===== src/rtl/mem_access.sv =====
// Memory-access pipeline stage: issues one load/store per instruction on the
// req/ack data bus, aligns and extends load data, and registers the
// write-back value, write enable and register address. Stalls the pipeline
// while a bus transaction is outstanding. If a load is acked while the rest
// of the pipeline is stalled, the read word is parked in a hold buffer so the
// access is never re-issued.
// Optional bus timeout: define MEM_BUS_TIMEOUT_EN to abort a WAIT that sees no
// ack within TIMEOUT_CYCLES cycles.
module mem_access #(
   parameter int DATA_WIDTH      = 32,
   parameter int DATA_ADDR_WIDTH = 30,
   parameter int REG_ADDR_WIDTH  = 5,
   parameter int TIMEOUT_CYCLES  = 255
) (
   input  logic                       i_clk,
   input  logic                       i_arst_n,
   input  logic                       i_stall_en,
   input  logic [DATA_WIDTH-1:0]      i_alu_result,
   input  logic [DATA_WIDTH-1:0]      i_dout_b,
   input  logic                       i_dw_en_ex,
   input  logic                       i_dr_en_ex,
   input  logic [1:0]                 i_dsrs_out_ex,
   input  logic [2:0]                 i_dsel_width_ex,
   input  logic                       i_rw_en_ex,
   input  logic [REG_ADDR_WIDTH-1:0]  i_raddr_w_ex,
   output logic                       o_bus_req,
   output logic                       o_bus_we,
   output logic [DATA_ADDR_WIDTH-1:0] o_bus_addr,
   output logic [DATA_WIDTH/8-1:0]    o_bus_be,
   output logic [DATA_WIDTH-1:0]      o_bus_wdata,
   input  logic                       i_bus_ack,
   input  logic [DATA_WIDTH-1:0]      i_bus_rdata,
   output logic [DATA_WIDTH-1:0]      o_result_mem,
   output logic                       o_rw_en_mem,
   output logic [REG_ADDR_WIDTH-1:0]  o_raddr_w_mem,
   output logic                       o_stall_en_mem,
   output logic                       o_bus_timeout
);

   typedef enum logic [1:0] {
      S_IDLE = 2'd0,
      S_WAIT = 2'd1,
      S_HOLD = 2'd2
   } state_t;

   state_t                     state;
   logic [DATA_WIDTH-1:0]      hold_buf;
   logic                       mem_op;
   logic                       en;
   logic                       is_byte;
   logic                       is_half;
   logic                       is_signed;
   logic                       req;
   logic                       stall;
   logic                       commit;
   logic                       tmo_hit;
   logic [3:0]                 be;
   logic [DATA_WIDTH-1:0]      wdata;
   logic [DATA_WIDTH-1:0]      load_word;
   logic [DATA_WIDTH-1:0]      shifted;
   logic [DATA_WIDTH-1:0]      load_data;
   logic [DATA_ADDR_WIDTH-1:0] word_addr;

   assign mem_op    = i_dw_en_ex | i_dr_en_ex;
   assign en        = ~i_stall_en;
   assign is_byte   = (i_dsel_width_ex == 3'b010) | (i_dsel_width_ex == 3'b110);
   assign is_half   = (i_dsel_width_ex == 3'b001) | (i_dsel_width_ex == 3'b101);
   assign is_signed = ~i_dsel_width_ex[2];
   assign word_addr = i_alu_result[DATA_ADDR_WIDTH+1:2];

   // Byte enables and lane-replicated store data from the access width
   always_comb begin
      be    = 4'b1111;
      wdata = i_dout_b;
      if (is_byte) begin
         be    = 4'b0001 << i_alu_result[1:0];
         wdata = {4{i_dout_b[7:0]}};
      end else if (is_half) begin
         be    = i_alu_result[1] ? 4'b1100 : 4'b0011;
         wdata = {2{i_dout_b[15:0]}};
      end
   end

   // Load alignment: bring the addressed lane down to bit 0, then extend
   always_comb begin
      load_word = (state == S_HOLD) ? hold_buf : i_bus_rdata;
      shifted   = load_word;
      load_data = load_word;
      if (is_byte) begin
         shifted   = load_word >> {i_alu_result[1:0], 3'b000};
         load_data = {{24{is_signed & shifted[7]}}, shifted[7:0]};
      end else if (is_half) begin
         shifted   = load_word >> {i_alu_result[1], 4'b0000};
         load_data = {{16{is_signed & shifted[15]}}, shifted[15:0]};
      end
   end

   // Request, stall and commit decisions for the current state; reset drops req at once
   always_comb begin
      req    = 1'b0;
      stall  = 1'b0;
      commit = 1'b0;
      case (state)
         S_IDLE: begin
            req    = mem_op;
            stall  = mem_op & ~i_bus_ack;
            commit = en & (~mem_op | i_bus_ack);
         end
         S_WAIT: begin
            req    = 1'b1;
            stall  = ~i_bus_ack & ~tmo_hit;
            commit = en & i_bus_ack;
         end
         S_HOLD: begin
            commit = en;
         end
         default: begin
            req    = 1'b0;
         end
      endcase
      if (!i_arst_n) begin
         req   = 1'b0;
         stall = 1'b0;
      end
   end

   assign o_bus_req      = req;
   assign o_bus_we       = req & i_dw_en_ex;
   assign o_bus_addr     = word_addr;
   assign o_bus_be       = be;
   assign o_bus_wdata    = wdata;
   assign o_stall_en_mem = stall;

`ifdef MEM_BUS_TIMEOUT_EN
   localparam int CNT_W = ($clog2(TIMEOUT_CYCLES + 1) > 8) ? $clog2(TIMEOUT_CYCLES + 1) : 8;

   logic [CNT_W-1:0] tmo_cnt;
   logic             timeout_q;

   assign tmo_hit       = (state == S_WAIT) & ~i_bus_ack & (tmo_cnt == CNT_W'(TIMEOUT_CYCLES - 1));
   assign o_bus_timeout = timeout_q;

   // WAIT-cycle counter, cleared on entry to WAIT, plus the one-cycle abort pulse
   always_ff @(posedge i_clk or negedge i_arst_n) begin
      if (!i_arst_n) begin
         tmo_cnt   <= '0;
         timeout_q <= 1'b0;
      end else begin
         timeout_q <= tmo_hit;
         if (state == S_IDLE && mem_op && !i_bus_ack) begin
            tmo_cnt <= '0;
         end else if (state == S_WAIT) begin
            tmo_cnt <= tmo_cnt + 1'b1;
         end
      end
   end
`else
   assign tmo_hit       = 1'b0;
   assign o_bus_timeout = 1'b0;
`endif

   // FSM, hold buffer and registered write-back outputs
   always_ff @(posedge i_clk or negedge i_arst_n) begin
      if (!i_arst_n) begin
         state         <= S_IDLE;
         hold_buf      <= '0;
         o_result_mem  <= '0;
         o_rw_en_mem   <= 1'b0;
         o_raddr_w_mem <= '0;
      end else begin
         case (state)
            S_IDLE: begin
               if (mem_op && i_bus_ack && !en) begin
                  hold_buf <= i_bus_rdata;
                  state    <= S_HOLD;
               end else if (mem_op && !i_bus_ack) begin
                  state <= S_WAIT;
               end
            end
            S_WAIT: begin
               if (i_bus_ack) begin
                  if (en) begin
                     state <= S_IDLE;
                  end else begin
                     hold_buf <= i_bus_rdata;
                     state    <= S_HOLD;
                  end
               end else if (tmo_hit) begin
                  state <= S_IDLE;
               end
            end
            S_HOLD: begin
               if (en) begin
                  state <= S_IDLE;
               end
            end
            default: begin
               state <= S_IDLE;
            end
         endcase

         if (commit) begin
            o_result_mem  <= (i_dsrs_out_ex == 2'b01) ? load_data : i_alu_result;
            o_rw_en_mem   <= i_rw_en_ex;
            o_raddr_w_mem <= i_raddr_w_ex;
         end else if (tmo_hit) begin
            o_result_mem  <= '0;
            o_rw_en_mem   <= 1'b0;
            o_raddr_w_mem <= i_raddr_w_ex;
         end
      end
   end

endmodule


===== config.mk =====
export PLATFORM = sky130hd
export DESIGN_NAME = mem_access
export DESIGN_NICKNAME = d
export VERILOG_FILES = /design/src/rtl/mem_access.sv
export SDC_FILE = /design/constraint.sdc
export NUM_CORES = 1
export LEC_CHECK = 0
export ABC_CLOCK_PERIOD_IN_PS = 2500
export CAP_MARGIN = 40
export CORE_ASPECT_RATIO = 1.25
export CORE_MARGIN = 4
export CORE_UTILIZATION = 38
export DETAILED_ROUTE_END_ITERATION = 10
export PLACE_DENSITY_LB_ADDON = 0.08
export SYNTH_ARGS = -nofsm -noshare
export SYNTH_HDL_FRONTEND = slang
export SYNTH_SLANG_ARGS = --single-unit

===== constraint.sdc =====
create_clock -name i_clk -period 2.5 [get_ports i_clk]
set_clock_uncertainty 0.2 [all_clocks]
set_input_delay 0.5 -clock i_clk [delete_from_list [all_inputs] [get_ports i_clk]]
set_output_delay 0.5 -clock i_clk [all_outputs]
set_load 0.005 [all_outputs]

# After elaboration in Yosys (flattened, before gate mapping)
# Index checks and enable logic that the tools add are counted.
# word_totals
wordCells	66
register_bits	72
inputBits	113
out_inout_bits	108
# op_classes
n_shift	3
bitwise_logic	14
mux	24
eq_ne	12
n_reduce_logical	8
# ops
operator	n
32-bit 2-to-1 mux	9
32-bit one-hot mux with 2 select lines	1
32-bit by 5-bit right shift with 16-bit output	1
32-bit by 5-bit right shift with 8-bit output	1
4-bit 2-to-1 mux	3
2-bit 2-to-1 mux	5
2-bit != test, second input constant	4
1-bit AND	6
3-bit == test, second input constant	2
2-bit one-hot mux with 3 select lines	1
2-bit by 1-bit == test with 1-bit output, second input constant	2
1-bit inverter	4
1-bit bitwise OR	4
1-bit one-hot mux with 2 select lines	2
4-bit AND reduction	1
1-bit by 2-bit left shift with 4-bit output, first input constant	1
3-bit by 1-bit == test with 1-bit output, second input constant	1
3-bit by 2-bit == test with 1-bit output, second input constant	1
1-bit logical AND	3
3-bit != test, second input constant	1
1-bit one-hot mux with 3 select lines	1
3-bit AND reduction	1
2-bit == test, second input constant	1
2-bit zero test	1
3 further kinds	4

# Longest topological paths before layout
# Gate-level depths: netlist (run 1).
# depth
word_depth	7
mapped_depth	8
mapped_depth_nobuf	5

# Worst setup path before layout (run 1)
# No wires, ideal clock.
# synth_timing
kind	input to output
startpoint	in i_dsel_width_ex[1]
endpoint	out o_bus_be[2]
arrival_time_ns	2.009
n_path_buf	4
slack_ns	-0.209
required_time_ns	1.800
stages	8
path_cell_list	clkbuf_1 nor2b_1 clkbuf_1 nor2_1 buf_2 buf_1 nor2_1 a21oi_1
# synth_between
elab_chain_cells	4
# synth_lines
item	line_no	rtl
start: declaration	23	input logic [2:0] i_dsel_width_ex,
3-bit by 1-bit == test with 1-bit output or 3-bit == test (tied branches)	67	assign is_half = (i_dsel_width_ex == 3'b001) | (i_dsel_width_ex == 3'b101);
1-bit bitwise OR	67	
4-bit 2-to-1 mux	78	end else if (is_half) begin
4-bit 2-to-1 mux (*)	75	if (is_byte) begin
end: declaration	29	output logic [DATA_WIDTH/8-1:0] o_bus_be,
# Mark *: on every way between the ends. The rest lies on a longest branch, timed or not.

# Worst setup path after layout (run 1)
# layout_timing
startpoint	reg state[0]
endpoint	reg o_result_mem[24]
# layout_between
elab_chain_cells	7
# layout_lines
item	line_no	rtl
start: declaration	46	state_t state;
start signal: assignment	165	state <= S_IDLE;
start signal: assignment	175	state <= S_HOLD;
start signal: assignment	177	state <= S_WAIT;
2-bit == test	86, 103	
32-bit 2-to-1 mux	86	load_word = (state == S_HOLD) ? hold_buf : i_bus_rdata;
32-bit by 5-bit right shift with 16-bit output	93	shifted = load_word >> {i_alu_result[1], 4'b0000};
1-bit AND	94	load_data = {{16{is_signed & shifted[15]}}, shifted[15:0]};
32-bit 2-to-1 mux	92	end else if (is_half) begin
32-bit 2-to-1 mux	89	if (is_byte) begin
32-bit 2-to-1 mux	203	o_result_mem <= (i_dsrs_out_ex == 2'b01) ? load_data : i_alu_result;
end signal: assignment	203	
end: declaration	33	output logic [DATA_WIDTH-1:0] o_result_mem,
# Parallel ways exist; a longest one is shown, timed or not.
# A chain may end at the register's enable or synchronous reset.

==> results.md, run 1 <==
* YS warnings at 0
* Num ports at 221
* Post-route ant nets at 0
* Initial antenna violation count at 0
* Count of input and output buffers at 219
* Placeable Area at 12110 um^2
* Internal power at 3131 uW
* Combinational fraction of design power at 0.351
* Slew Viols, Final at 0
* Die H at 131.9 um
* MaxCap Viol Count at 0
* Row count at 45
* Fill cell count at 1044
* Initial cell density of the core at 0.3855
* Largest net degree at the start of global routing at 42
* PD cells at 575.7 nW/um^2
* Syn avg cell area at 8.806 um^2
* Crit path largest cell delay at 0.56 ns
* Area Overhead vs Synth at 63.83%
* GRT Util Overall at 0.2189
* CP Max Fanout at 16
* RSZ-0062 raised after global routing: yes
* Global-route wire length before repair at 24.84 mm
* Vias in the first global route at 4841
* Top cell by count, worst path: buf_4
* R2R depth at 8
* Detailed-route wire length at 15.71 mm
* TritonCTS Buffers at 9
* Clk root buf: clkbuf_16
* CTS tree: built
* Dpl hpwl at 12.33 mm
* 1st-iter DRT viols at 191
* Reg power frac at 0.351
* Final min period at 2.486 ns
* Worst setup path category: flop to flop
* ANT cells at 0
* Commonest non-fill, non-tap cells in the layout: clkdlybuf4s50_1, nand2_1, dfrtp_1, buf_4, nor3_1
* Die area at 14130 um^2
* Layout net count at 872
* Worst-path cell chain: nor2b_4 > buf_4 > mux2i_1 > mux4_2 > buf_4 > a211oi_4 > buf_12 > a211oi_1
* WL/cell at 16.95 um
* Syn Nets at 643
* Net Sw Frac at 0.2888
* Endpoints failing hold at 0
* Grt total ovfl at 0
* Reg clk slew, reported paths at 0.06 ns
* WP data required at 2.51 ns
* Synth Register Bits at 72
* Yosys cell types at 40
* FF-to-FF End: o_result_mem[24]
* Slew @ Worst Pin at 0.8260 ns
* Drc violations at 0
* Setup WS pre-CTS at -0.4694 ns
* Final setup viols at 0
* First drt pass iteration count at 4
* Clock latency on the worst-skew pair at 0.33 ns
* Via count at 4741
* Cells after DPL at 905
* Vias/cell at 5.114
* Hold WS at 0.03560 ns
* Die Span X at 107.1 um
* Final period util at 0.9945
* Layout cell share with drive strength beyond 1 at 0.1913
* Critical path's slowest cell: mux4_2
* Post-route insts no fill at 927
* Clk sinks at 72
* Highest clock rate at 402.2 MHz
* H-tree depth at 3
* Slew HR at 0.4473
* Worst setup SP type: flop
* Post-route setup slack at 0.01377 ns
* Post-synthesis cell count at 530
* Static leakage at 0.003201 uW
* Most common cell after layout, fill and taps aside: clkdlybuf4s50_1
* Maximum vdd drop at 0.0004395 V
* Crit end category: flop
* Clk pwr share at 0.298
* Worst EP arrival at 2.49 ns
* Overall power at 4402 uW
* Sequential share of the synthesized area at 0.3861
* Status: complete, no violations
* Psw at 1271 uW
* Max clock buf depth at 2
* Post-Syn Area at 4667 um^2
* R2R Path Start: state[0]
* R2R setup slack at 0.01 ns
* Min-Delay Path Class: primary input to async pin
* GP Congestion at 0.8729
[cell usage after synthesis]
cell / instances / area [um^2]
xor2_1: 1 / 8.760
clkbuf_1: 23 / 86.33
mux2_2: 32 / 360.4
o21ba_2: 1 / 10.01
o22ai_1: 26 / 162.7
dfrtp_1: 72 / 1802
and2_1: 2 / 12.51
nor2_1: 39 / 146.4
nand4_1: 1 / 6.260
inv_1: 6 / 22.52
and3b_1: 1 / 8.760
nor3_1: 44 / 220.2
a21o_1: 1 / 7.510
o31ai_1: 1 / 7.510
buf_1: 6 / 22.52
a2111oi_0: 9 / 78.83
nand2_1: 76 / 285.3
a21oi_1: 17 / 85.08
nand3b_1: 1 / 7.510
nand3_1: 6 / 30.03
nand2b_1: 17 / 106.4
o21ai_0: 14 / 70.07
buf_2: 5 / 25.02
a211oi_1: 24 / 180.2
buf_4: 39 / 292.8
a22o_1: 2 / 17.52
nor2b_1: 12 / 75.07
buf_6: 2 / 22.52
mux2_4: 1 / 15.01
mux2i_1: 36 / 360.4
conb_1: 1 / 3.750
clkinv_1: 1 / 3.750
a22oi_1: 1 / 7.510
mux4_2: 2 / 45.04
o211ai_1: 2 / 15.01
a31oi_1: 1 / 6.260
mux2_1: 1 / 11.26
or2_2: 1 / 6.260
a211oi_4: 1 / 20.02
and3_1: 2 / 12.51
[worst max-delay path, delay by kind of cell, from the launching register on]
kind                   cells  cell delay, ns
buffers and inverters      3            0.53
AO/OA/AOI/OAI              2            0.31
flip-flops                 1            0.42
AND/OR/NAND/NOR            1            0.22
multiplexers               2            0.69
[state kept, by name, summed over array words and instances (netlist names)]
signal	cells
state	2
o_rw_en_mem	1
hold_buf	32
o_raddr_w_mem	5
o_result_mem	32
[worst max-delay path by stage]
stage | depth (start not counted) | from | end
floorplan | 5 | i_dsel_width_ex[1] | o_bus_wdata[29]
global placement | 6 | i_bus_rdata[7] | o_result_mem[15]
detailed placement | 6 | i_bus_rdata[7] | o_result_mem[11]
CTS | 7 | state[0] | o_result_mem[10]
global route | 8 | state[0] | o_result_mem[22]
finish | 8 | state[0] | o_result_mem[24]
[per-stage QoR]
stage	utilization	setup TNS [ns]	area (um^2)
final	0.6316	0	7646
after CTS	0.6262	-0.06810	7580
after global placement	0.5913	-15.93	7158
after detailed placement	0.5930	-17.89	7178
after floorplan	-	0	4673
after global routing	0.6316	-0.8975	7646
[what timing repair did]
action | CTS | global route
pin swaps | 3 | 1
resized for setup | 43 | 21
hold buffers | 0 | 0
endpoints found under the setup margin | 40 | 37
setup buffers | 5 | 0
gates cloned | 2 | 0
[cells by family (layout without fill, tap and decap cells)]
logic type                after synthesis  in the layout  synth area share
other                                   1              1         0.0008035
xor gates and xnor gates                1              1          0.001877
and+or+nand+nor                       202            202            0.1965
DFF                                    72             72            0.3861
muxes                                  72             73            0.1697
AOI/OAI and AO/OA                     100            100            0.1432
buffers and inverters                  82            314            0.1019
[layout make-up]
type	instances	area (um^2)	area share
clock buffers	10	239.0	0.03126
clock inverters	5	63.81	0.008346
inverters	7	26.28	0.003436
multi-input cells	377	2529	0.3307
flip-flops and latches	72	1802	0.2356
well taps	164	205.2	0.02684
repair buffers	292	2781	0.3638
[layer usage]
| metal | track usage | routed length [um] | vias to the layer above |
|---|---|---|---|
| met5 | 0 | 0 | - |
| met4 | 0.05686 | 325 | 0 |
| met2 | 0.3779 | 7843 | 178 |
| met3 | 0.05634 | 1093 | 26 |
| met1 | 0.2698 | 6448 | 2237 |
| li1 | - | - | 2300 |
[power groups by stage]
stage | Sequential (uW) | Combinational (uW) | Clock, uW
after floorplan | 1560 | 639 | 0
final | 1540 | 1550 | 1310
after global placement | 1550 | 1490 | 0
after detailed placement | 1570 | 1520 | 0
after CTS | 1540 | 1540 | 1340
after global routing | 1570 | 1680 | 1400
Note: power is estimated with default switching activity, not from simulation.
==> inputs of run 2 (changes only) <==
CORE_UTILIZATION = 39   (was 38)
CTS_BUF_LIST = sky130_fd_sc_hd__clkbuf_4   (was unset)
SLEW_MARGIN = 5   (was unset)
==> results.md, run 2 (same netlist as run 1, synthesis figures left out) <==
* Slew Viols, Final at 0
* Initial cell density of the core at 0.3999
* Worst setup SP type: flop
* Reg clk slew, reported paths at 0.14 ns
* CTS tree: built
* Die area at 13790 um^2
* Max clock buf depth at 2
* Commonest non-fill, non-tap cells in the layout: clkdlybuf4s50_1, nand2_1, dfrtp_1, buf_4, nor3_1
* Combinational fraction of design power at 0.407
* Row count at 44
* Layout cell share with drive strength beyond 1 at 0.2151
* M1 GR Usage at 0.2785
* RSZ-0062 raised after global routing: yes
* Static leakage at 0.003180 uW
* Fill cell count at 996
* Initial antenna violation count at 0
* Reg power frac at 0.390
* WL/cell at 16.99 um
* Clk pwr share at 0.202
* Net Sw Frac at 0.3241
* Vias/cell at 5.191
* Detailed-route wire length at 15.77 mm
* Status: finished, violations left
* MaxCap Viol Count at 0
* Num ports at 221
* Worst setup path category: flop to flop
* Post-route insts no fill at 928
* GRT Util Overall at 0.2193
* Layout net count at 875
* PD cells at 514.1 nW/um^2
* Grt total ovfl at 0
* Final period util at 1.030
* Clock latency on the worst-skew pair at 0.45 ns
* Min-Delay Path Class: flop to flop
* Via count at 4817
* Global-route wire length before repair at 24.23 mm
* TritonCTS Buffers at 9
* Crit end category: flop
* WP data required at 2.62 ns
* Psw at 1279 uW
* Final setup viols at 22
* Most common cell after layout, fill and taps aside: clkdlybuf4s50_1
* Slew @ Worst Pin at 1.129 ns
* CP Max Fanout at 8
* Slew HR at 0.2449
* Failing checks: setup timing
* Critical path's slowest cell: mux4_2
* Cells after DPL at 902
* Placeable Area at 11670 um^2
* Met3 GRT Util at 0.05888
* Worst-path cell chain: nor2b_4 > mux2_4 > mux4_2 > buf_6 > a211oi_4 > buf_6 > buf_16 > a211oi_2
* Area Overhead vs Synth at 64.50%
* Clk root buf: clkbuf_4
* Vias in the first global route at 4751
* 1st-iter DRT viols at 197
* GRT Max-Usage Layer: met2
* Top flop regs: hold_buf (32), o_result_mem (32), o_raddr_w_mem (5)
* ANT cells at 0
* Overall power at 3947 uW
* Drc violations at 0
* Highest clock rate at 388.4 MHz
* Post-route ant nets at 0
* Crit path largest cell delay at 0.52 ns
* Final min period at 2.575 ns
* Top cell by count, worst path: buf_6
* Internal power at 2668 uW
* Count of input and output buffers at 219
* Worst EP arrival at 2.70 ns
* First drt pass iteration count at 5
* Clk sinks at 72
* Largest net degree at the start of global routing at 38
* H-tree depth at 3
* GP Congestion at 0.8501
* Endpoints failing hold at 0
* Die H at 130.3 um
* Die Span X at 105.8 um
* Maximum vdd drop at 0.0003020 V
* Post-route setup slack at -0.07492 ns
* GR Layer Usage met2 at 0.3788
* Dpl hpwl at 12.22 mm
==> run 2: changes by cell type in the layout (fill, tap and decap cells not counted), moves of 3 or more <==
cell             change
a2111oi_1            -3
a2111oi_4            +3
a211oi_1            -10
a211oi_2            +10
buf_4                -3
clkbuf_16            -9
clkbuf_4             +8
clkdlybuf4s50_1      -3
dlygate4sd2_1        +3
==> run 2: critical path: cells and delay by family (launching register included) <==
| kind | cells | cell delay [ns] |
|---|---|---|
| buf+inv | 3 | 0.44 |
| compound gates | 2 | 0.25 |
| mux | 2 | 0.88 |
| simple gates | 1 | 0.24 |
| flops | 1 | 0.44 |
==> run 2: routing by layer <==
layer  up-vias  wire [um]  part of all wire
li1       2310          -                 -
met1      2295       6546              0.42
met2       191       7832              0.50
met3        21       1169             0.074
met4         0        220             0.014
met5         -          0                 0
==> run 2: cell type report <==
| class | count | area, um^2 | share of cell area |
|---|---|---|---|
| Clock inverter | 7 | 78.83 | 0.01027 |
| Tap cell | 161 | 201.4 | 0.02624 |
| Multi-Input combinational cell | 377 | 2633 | 0.3429 |
| Sequential cell | 72 | 1802 | 0.2347 |
| Clock buffer | 9 | 67.56 | 0.008801 |
| Timing Repair Buffer | 295 | 2869 | 0.3737 |
| Inverter | 7 | 26.28 | 0.003422 |
==> run 2: metrics by stage <==
step | hold WS [ns] | utilization | setup TNS, ns | setup WS (ns) | instance area [um^2]
2_1_floorplan | 0.004409 | - | 0 | 0.006927 | 4673
3_3_place_gp | 0.2582 | 0.6151 | -15.81 | -0.4647 | 7179
3_5_place_dp | 0.2694 | 0.6169 | -18.27 | -0.4481 | 7199
4_1_cts | 0.2999 | 0.6460 | -0.7257 | -0.07750 | 7540
5_1_grt | 0.3305 | 0.6578 | -2.290 | -0.1563 | 7677
6_report | 0.2989 | 0.6578 | -1.140 | -0.07492 | 7677
==> run 2: timing repair <==
item,in CTS,in global routing
resized for setup,56,30
setup endpoints to repair,44,41
gates cloned,2,0
hold endpoints to repair,36,0
buffers inserted,9,2
pin swaps,2,4
hold buffers,1,0
==> run 2: power groups by stage <==
stage | registers, uW | clock network [uW] | logic [uW]
detailed placement | 1570 | 0 | 1520
global placement | 1560 | 0 | 1490
finish | 1540 | 798 | 1610
floorplan | 1560 | 0 | 639
global route | 1570 | 863 | 1730
CTS | 1540 | 814 | 1560
==> run 2: worst paths after layout <==
check                                  from          endpoint  slack, ns  depth (start not counted)
max                                state[0]  o_result_mem[28]      -0.07                          8
min                        o_raddr_w_mem[1]  o_raddr_w_mem[1]       0.30                          2
max reg2reg                        state[0]  o_result_mem[28]      -0.07                          8
min reg2reg                o_raddr_w_mem[1]  o_raddr_w_mem[1]       0.30                          2
max in group asynchronous          i_arst_n      hold_buf[24]       1.07                          4
min in group asynchronous          i_arst_n  o_result_mem[17]       0.46                          3
